<file path="config.mk">
export PLATFORM = sky130hd
export DESIGN_NAME = team_08_bcd_score_counter_flat
export DESIGN_NICKNAME = d
export VERILOG_FILES = /design/src/rtl/team_08_bcd_score_counter_if.sv /design/src/rtl/team_08_bcd_score_counter.sv /design/src/flat_wrapper.sv
export SDC_FILE = /design/constraint.sdc
export NUM_CORES = 1
export LEC_CHECK = 0
export ABC_AREA = 0
export BUFFER_PORTS_ARGS = -buffer_cell sky130_fd_sc_hd__clkbuf_2
export CORE_ASPECT_RATIO = 2
export CORE_MARGIN = 5
export CORE_UTILIZATION = 25
export DETAILED_ROUTE_END_ITERATION = 8
export PLACE_DENSITY_LB_ADDON = 0.08
export SYNTH_ARGS = -nofsm -noshare
export SYNTH_HDL_FRONTEND = slang
export SYNTH_SLANG_ARGS = --single-unit
export TNS_END_PERCENT = 50
</file>
<file path="constraint.sdc">
create_clock -name clk -period 1.8 [get_ports clk]
set_input_delay 0.18 -clock clk [delete_from_list [all_inputs] [get_ports clk]]
set_output_delay 0.18 -clock clk [all_outputs]
set_load 0.05 [all_outputs]
</file>
<file path="src/rtl/team_08_bcd_score_counter_if.sv">
// Score counter bus: game-logic controls in, BCD score digits and status out.
//   master: game logic (drives score_inc/game_over/restart, reads the score)
//   slave : score counter (reads controls, drives digits and status)
interface team_08_bcd_score_counter_if;
   logic       score_inc;
   logic       game_over;
   logic       restart;
   logic [3:0] bcd_ones;
   logic [3:0] bcd_tens;
   logic [3:0] hs_ones;
   logic [3:0] hs_tens;
   logic       at_max;
   logic       running;

   modport master (
      output score_inc, game_over, restart,
      input  bcd_ones, bcd_tens, hs_ones, hs_tens, at_max, running
   );

   modport slave (
      input  score_inc, game_over, restart,
      output bcd_ones, bcd_tens, hs_ones, hs_tens, at_max, running
   );
endinterface

</file>
<file path="src/rtl/team_08_bcd_score_counter.sv">
// Two-digit BCD score keeper with high-score register and RUN/OVER game FSM.
// Ports:
//   clk    - system clock, all state on posedge
//   reset  - asynchronous active-low reset
//   bus    - slave side of team_08_bcd_score_counter_if:
//            score_inc (each 0->1 = +1 point), game_over, restart in;
//            bcd_ones/bcd_tens (score), hs_ones/hs_tens (high score),
//            at_max (score == MAX_SCORE, combinational), running out.
module team_08_bcd_score_counter #(
   parameter int unsigned MAX_SCORE = 99,
   parameter bit          SATURATE  = 1'b1
) (
   input  logic                          clk,
   input  logic                          reset,
   team_08_bcd_score_counter_if.slave    bus
);

   localparam logic [3:0] MAX_TENS = 4'(MAX_SCORE / 10);
   localparam logic [3:0] MAX_ONES = 4'(MAX_SCORE % 10);

   typedef enum logic {
      RUN  = 1'b0,
      OVER = 1'b1
   } state_t;

   state_t     state;
   logic       inc_q;
   logic       running_q;
   logic [3:0] ones;
   logic [3:0] tens;
   logic [3:0] hs_o;
   logic [3:0] hs_t;

   logic       inc_edge;
   logic       at_max_int;
   logic       beats_hs;
   logic [3:0] nxt_ones;
   logic [3:0] nxt_tens;

   assign inc_edge   = bus.score_inc & ~inc_q;
   assign at_max_int = (tens == MAX_TENS) && (ones == MAX_ONES);
   // Decimal compare: tens digit dominates, ones breaks the tie.
   assign beats_hs   = (tens > hs_t) || ((tens == hs_t) && (ones > hs_o));

   // Incremented score with BCD carry and saturate/wrap at MAX_SCORE.
   always_comb begin
      nxt_ones = ones;
      nxt_tens = tens;
      if (at_max_int) begin
         if (!SATURATE) begin
            nxt_ones = 4'd0;
            nxt_tens = 4'd0;
         end
      end else if (ones == 4'd9) begin
         nxt_ones = 4'd0;
         nxt_tens = tens + 4'd1;
      end else begin
         nxt_ones = ones + 4'd1;
      end
   end

   // Game FSM, score and high-score registers; priority restart > game_over > inc.
   always_ff @(posedge clk or negedge reset) begin
      if (!reset) begin
         state     <= RUN;
         running_q <= 1'b1;
         inc_q     <= 1'b0;
         ones      <= 4'd0;
         tens      <= 4'd0;
         hs_o      <= 4'd0;
         hs_t      <= 4'd0;
      end else begin
         inc_q <= bus.score_inc;
         case (state)
            RUN: begin
               if (bus.restart) begin
                  ones <= 4'd0;
                  tens <= 4'd0;
               end else if (bus.game_over) begin
                  state     <= OVER;
                  running_q <= 1'b0;
                  if (beats_hs) begin
                     hs_o <= ones;
                     hs_t <= tens;
                  end
               end else if (inc_edge) begin
                  ones <= nxt_ones;
                  tens <= nxt_tens;
               end
            end
            OVER: begin
               if (bus.restart) begin
                  state     <= RUN;
                  running_q <= 1'b1;
                  ones      <= 4'd0;
                  tens      <= 4'd0;
               end
            end
            default: begin
               state     <= RUN;
               running_q <= 1'b1;
            end
         endcase
      end
   end

   assign bus.bcd_ones = ones;
   assign bus.bcd_tens = tens;
   assign bus.hs_ones  = hs_o;
   assign bus.hs_tens  = hs_t;
   assign bus.at_max   = at_max_int;
   assign bus.running  = running_q;

endmodule

</file>
<file path="src/flat_wrapper.sv">
// flat-port wrapper written by rule: the top's interface ports become plain ports
module team_08_bcd_score_counter_flat 
#(
   parameter int unsigned MAX_SCORE = 99,
   parameter bit          SATURATE  = 1'b1
)
  (clk, reset, bus_score_inc, bus_game_over, bus_restart, bus_bcd_ones, bus_bcd_tens, bus_hs_ones, bus_hs_tens, bus_at_max, bus_running);
  team_08_bcd_score_counter_if bus_i ();
  input  logic clk;
  input  logic reset;
  input wire logic [$bits(bus_i.score_inc)-1:0] bus_score_inc;
  input wire logic [$bits(bus_i.game_over)-1:0] bus_game_over;
  input wire logic [$bits(bus_i.restart)-1:0] bus_restart;
  output wire logic [$bits(bus_i.bcd_ones)-1:0] bus_bcd_ones;
  output wire logic [$bits(bus_i.bcd_tens)-1:0] bus_bcd_tens;
  output wire logic [$bits(bus_i.hs_ones)-1:0] bus_hs_ones;
  output wire logic [$bits(bus_i.hs_tens)-1:0] bus_hs_tens;
  output wire logic [$bits(bus_i.at_max)-1:0] bus_at_max;
  output wire logic [$bits(bus_i.running)-1:0] bus_running;
  assign bus_i.score_inc = bus_score_inc;
  assign bus_i.game_over = bus_game_over;
  assign bus_i.restart = bus_restart;
  assign bus_bcd_ones = bus_i.bcd_ones;
  assign bus_bcd_tens = bus_i.bcd_tens;
  assign bus_hs_ones = bus_i.hs_ones;
  assign bus_hs_tens = bus_i.hs_tens;
  assign bus_at_max = bus_i.at_max;
  assign bus_running = bus_i.running;
  team_08_bcd_score_counter #(.MAX_SCORE(MAX_SCORE), .SATURATE(SATURATE)) u_core (.clk(clk), .reset(reset), .bus(bus_i));
endmodule
</file>
==> run metrics, run 1 <==
run status complete, but fails checks; violations in the final reports setup timing; critical path class flip-flop to output port; DRC 0; PwrDens a little over 500 nW/µm²; Avg Cell Area, Syn 10.33 µm²; Initial DRC Count 10; FF+latch count, synth 19; Total GRT Usage about 11%; number of buffers created by CTS 3; Hold Crit Depth 1; WP data arrival approximately 1.7 ns; Synth top area share 41.52%; Finished Core Util between 40% and 50%; Synth area leader dfrtp_1; cell area after synthesis ~1100 µm²; CP endpoint kind output port; clk_lat worst skew 0.26 ns; Sink Count 19; Final ANT Viol Nets 0; hold path start bus_score_inc; Final setup viols 1; ANT cells 0; Hold Vio Cnt, Final 0; Pleak between 0.8 and 0.9 nW; Worst Setup Slack, final -0.03945 ns; RSZ-0062 raised after global routing yes; port bufs 22; most frequent cells in the layout buf_4, clkbuf_2, dfrtp_2, nor2_1; Min-Delay Path Class primary input to flip-flop; GPL Wtd Cong 0.6709; CTS Root Cell clkbuf_8; CTS tree done; Die X 56.58 µm; Area Growth Syn to Fin 66.78%; Core Region approximately 4300 µm²; commonest non-fill, non-tap cell in the layout buf_4; Worst-Margin Slew 0.5297 ns; Critical R2R Launch u_core.bus.bcd_tens[1]; Max Cap Viol 0; Critical Path Start Type flip-flop; met3 usage under 10%; DIE HEIGHT between 100 and 150 µm; Worst VDD drop 0.0003506 V; initial antenna violation count 0; GR Util met1 about 11%; clk_skew around 0.0060 ns; Rel. slew slack 64.69%; DRT Pass-1 Iters 4; EDFF count, synth 0; ys async rst share between 90% and 100%; worst slack at placement -0.05996 ns; distinct cell type count after synthesis 30; # H-tree levels 1; vias per cell between 4 and 5; Tmin final about 1.8 ns; Req. time, crit path 1.62 ns; top cells by area, synth dfrtp_1, ha_1, mux2_2; Clk pin slew, worst setup/hold paths around 0.08 ns; sequential fraction of the synthesis area 43.94%; Max Clock Freq ~0.54 GHz; R2R Path End u_core.bus.bcd_ones[3]; first-pass GRT wire length roughly 5 mm; syn_nets around 120; grt peak-use layer met2; layout cells sized above 1 approximately two thirds; mean routed wirelength per cell 14.34 µm; Initial Util between 20 and 30%; final slew viol count 0; Yosys warning total 0; R2R Setup Slk 0.02 ns; crit-path max FO 3; Min-Delay Endpoint u_core.inc_q; Gate Count Post-Synth ~110; path depth of the worst reg2reg path 8; Ports 23; final wirelength between 3 and 4 mm; grt ovf 0; Final nets roughly 180; Top FF cell, synth dfrtp_1; M2 GR Usage about 22%; Tcrit/Tclk final 102.2%; largest net degree at the start of global routing 20; row cnt 34; die area between 5000 and 6000 µm²; Longest Clk Path Bufs 2; detailed placement HPWL between 2 and 2.5 mm; vias in the first global route 1083; via count approximately 970
-- final cells by class --
class / instances / area (µm²)
clock buffer: 4 / 45.04
fill: 442 / 2487
inverter: 14 / 55.05
multi-input combinational: 71 / 753.2
sequential: 19 / 496.7
tap: 54 / 67.56
timing repair buffer: 53 / 391.6
-- power breakdown --
part	leakage [nW]	internal, mW	switching, mW
logic	0.584	0.0673	0.0980
clock network	0.0228	0.158	0.156
registers	0.223	0.441	0.0124
-- how the worst max path moves through the flow --
stage                      startpoint                    end  slack, ns  depth (start not counted)
2_1_floorplan  u_core.bus.bcd_ones[0]  u_core.bus.hs_tens[3]      -0.19                          5
5_1_grt        u_core.bus.bcd_ones[1]             bus_at_max      -0.11                          7
4_1_cts        u_core.bus.bcd_tens[2]  u_core.bus.hs_tens[0]      -0.01                          6
6_report       u_core.bus.bcd_ones[1]             bus_at_max      -0.04                          7
3_5_place_dp   u_core.bus.bcd_tens[2]  u_core.bus.hs_tens[0]      -0.06                          6
3_3_place_gp   u_core.bus.bcd_tens[2]  u_core.bus.hs_tens[0]      -0.07                          6
-- cells by family after synthesis --
kind of cell,after synthesis,share of synthesized area (%)
and+or+nand+nor,34,16.26
adders and majority gates,12,13.84
AOI/OAI and AO/OA,13,9.228
muxes,10,9.919
DFF,19,43.94
xor gates and xnor gates,2,1.615
buffers and inverters,15,5.190
-- what timing repair did --
item,CTS,global route
hold endpoints to repair,18,0
cloned,0,0
setup endpoints to repair,12,14
hold buffers,1,0
pin swaps,3,6
gates resized for setup,11,17
buffers inserted,3,1
-- cell usage after synthesis (all sizes together) (2+ instances only) --
master	instances
nor3	3
nand2	8
nor2	11
xor2	2
nand4	3
inv	14
o31ai	2
nand3	2
dfrtp	18
a21oi	3
mux2i	4
o21ai	3
mux2	6
ha	12
-- routing by layer --
layer	part of all wire (%)	vias to the layer above
li1	-	477
met2	58	17
met3	3.9	4
met5	0	-
met4	1.6	0
met1	37	468
-- flip-flops by register name, summed over array words and instances (netlist names) --
register / count
u_core.bus.bcd_ones: 4
u_core.inc_q: 1
u_core.state: 1
u_core.bus.hs_ones: 4
u_core.bus.hs_tens: 4
u_core.bus.running: 1
u_core.bus.bcd_tens: 4
-- per-stage QoR --
step,hold WS (ns),std cells,TNS (ns),power [mW],cell area (µm²)
after floorplan,-0.1156,105,-1.282,0.5421,1211
after global placement,0.1810,206,-0.4704,0.6020,1580
after detailed placement,0.1875,206,-0.4101,0.6073,1580
after CTS,0.02824,214,-0.04789,0.9470,1705
after global routing,0.03183,215,-0.5026,0.9869,1809
final,0.03246,215,-0.03945,0.9322,1809
-- worst max-delay path: stages, from the launching register on --
cell and delay, ns:
dfrtp_2 0.43, buf_6 0.13, inv_4 0.05, ha_4 0.12, nand3b_1 0.21, nor2b_4 0.20
buf_6 0.11, clkbuf_16 0.15
Power figures use the tool's default switching activity.
==> run 2, diff against run 1 <==
--- a/config.mk
+++ b/config.mk
@@ -7,11 +7,11 @@
 export LEC_CHECK = 0
 export ABC_AREA = 0
 export BUFFER_PORTS_ARGS = -buffer_cell sky130_fd_sc_hd__clkbuf_2
-export CORE_ASPECT_RATIO = 2
 export CORE_MARGIN = 5
-export CORE_UTILIZATION = 25
+export CORE_UTILIZATION = 47
 export DETAILED_ROUTE_END_ITERATION = 8
 export PLACE_DENSITY_LB_ADDON = 0.08
+export SLEW_MARGIN = 40
 export SYNTH_ARGS = -nofsm -noshare
 export SYNTH_HDL_FRONTEND = slang
 export SYNTH_SLANG_ARGS = --single-unit
==> run metrics, run 2 (synthesized netlist as in run 1, its figures left out) <==
crit-path max FO 4; mean routed wirelength per cell between 10 and 15 µm; vias in the first global route 982; Total GRT Usage between 15 and 20%; initial antenna violation count 0; R2R Setup Slk -0.004 ns; ANT cells 0; Sink Count 19; vias per cell 5.049; Crit-path slowest cell dfrtp_2; Clk pin slew, worst setup/hold paths roughly 0.11 ns; Die X a little under 60 µm; CTS Root Cell clkbuf_4; Max Clock Freq 0.5542 GHz; Initial Util between 40% and 50%; GPL Wtd Cong between 0.7 and 0.8; Worst-Margin Slew roughly 0.5 ns; PwrDens 484.1 nW/µm²; Worst Setup SP u_core.bus.bcd_tens[3]; stages on the worst setup path 6; Hold Crit Depth 3; total power 0.8128 mW; die area 3369 µm²; number of buffers created by CTS 3; Buf/Inv on CP 1; Initial DRC Count 23; DIE HEIGHT just under 60 µm; Ports 23; Min-Delay Path Class primary input to flip-flop; Critical Path Start Type flip-flop; WP data arrival approximately 2 ns; run status complete, but fails checks; worst slack at placement -0.09166 ns; CP top delay family compound AO/OA/AOI/OAI gates; largest net degree at the start of global routing 20; Pleak 0.7853 nW; Critical R2R Launch u_core.bus.bcd_tens[3]; hold path start bus_game_over; via count between 900 and 1000; # H-tree levels 1; Tcrit/Tclk final 100.2%; Rel. slew slack about 67%; most frequent cells in the layout buf_4, clkbuf_2, dfrtp_2, nor2_1; Max Cap Viol 0; placed cell areas approximately 1500 µm²; row cnt 17; Final setup viols 4; Min-Delay Endpoint u_core.state; R2R Path End u_core.bus.hs_ones[2]; critical path cell sequence ha_4 -> o21ai_2 -> a221oi_2 -> o31ai_4 -> buf_6 -> mux2_4; DRT Pass-1 Iters 4; commonest non-fill, non-tap cell in the layout buf_4; Req. time, crit path just under 2 ns; Final nets around 170; Largest stage delay, worst path 0.45 ns; Design Area, Final approximately 1700 µm²; grt ovf 0; path depth of the worst reg2reg path 6; critical path class flip-flop to flip-flop; port bufs 22; final slew viol count 0; Final ANT Viol Nets 0; violations in the final reports setup timing; layout cells sized above 1 about two thirds; CP endpoint kind flip-flop; Worst Setup Slack, final -0.004314 ns; CTS tree done; RSZ-0062 raised after global routing yes; Tmin final around 1.8 ns; Hold Slack between 0.1 and 0.15 ns; Worst VDD drop approximately 0.00046 V; Longest Clk Path Bufs 2; fill cell count 150; Hold Vio Cnt, Final 0; Core Region 2212 µm²; DRC 0; clk_lat worst skew approximately 0.30 ns; final wirelength about 2.6 mm; clk_skew ~0.0049 ns; Area Growth Syn to Fin 54.79%; detailed placement HPWL 1.967 mm; first-pass GRT wire length 4.464 mm
run 2: worst max-delay path by stage:
stage,end
detailed placement,u_core.bus.hs_ones[0]
CTS,u_core.bus.hs_ones[0]
global placement,u_core.bus.hs_tens[2]
floorplan,u_core.bus.hs_tens[3]
global route,bus_at_max
finish,u_core.bus.hs_ones[2]
run 2: what timing repair did:
action | in CTS | in global routing
pin swaps | 3 | 4
hold endpoints to repair | 19 | 0
gates cloned | 0 | 0
buffers inserted | 3 | 2
gates resized for setup | 11 | 9
endpoints found under the setup margin | 7 | 12
hold buffers | 2 | 0
run 2: metal layers:
metal | part of all wire (%) | vias to the layer above | global-route usage, %
met1 | 46 | 440 | 21.98
met2 | 51 | 17 | 30.00
met3 | 2.5 | 4 | 2.227
li1 | - | 468 | -
met5 | 0 | - | 0
met4 | 1.3 | 0 | 6.954
run 2: worst reg2reg max path, stage by stage, from the launching register on:
cell and delay [ns]:
dfrtp_2 0.45, ha_4 0.28, o21ai_2 0.06, a221oi_2 0.33, o31ai_4 0.14, buf_6 0.15, mux2_4 0.29
run 2: final cells by class:
type	count	area, µm²	share of cell area, %
inverter	14	52.55	3.130
timing repair buffer	48	334.1	19.90
clock buffer	4	26.28	1.565
multi-input combinational	71	734.5	43.74
tap	28	35.03	2.086
sequential	19	496.7	29.58
run 2: power by group:
group	internal [mW]	switching, mW	leakage, nW
Combinational	0.0542	0.0854	0.548
Sequential	0.441	0.0135	0.223
Clock	0.0863	0.132	0.0150
run 2: stage by stage:
step	utilization (%)	std cells	TNS [ns]
after floorplan	-	105	-1.282
after global placement	67.93	174	-0.02112
after detailed placement	67.93	174	-0.5105
after CTS	73.30	183	0
after global routing	75.91	184	-0.3641
final	75.91	184	-0.01307
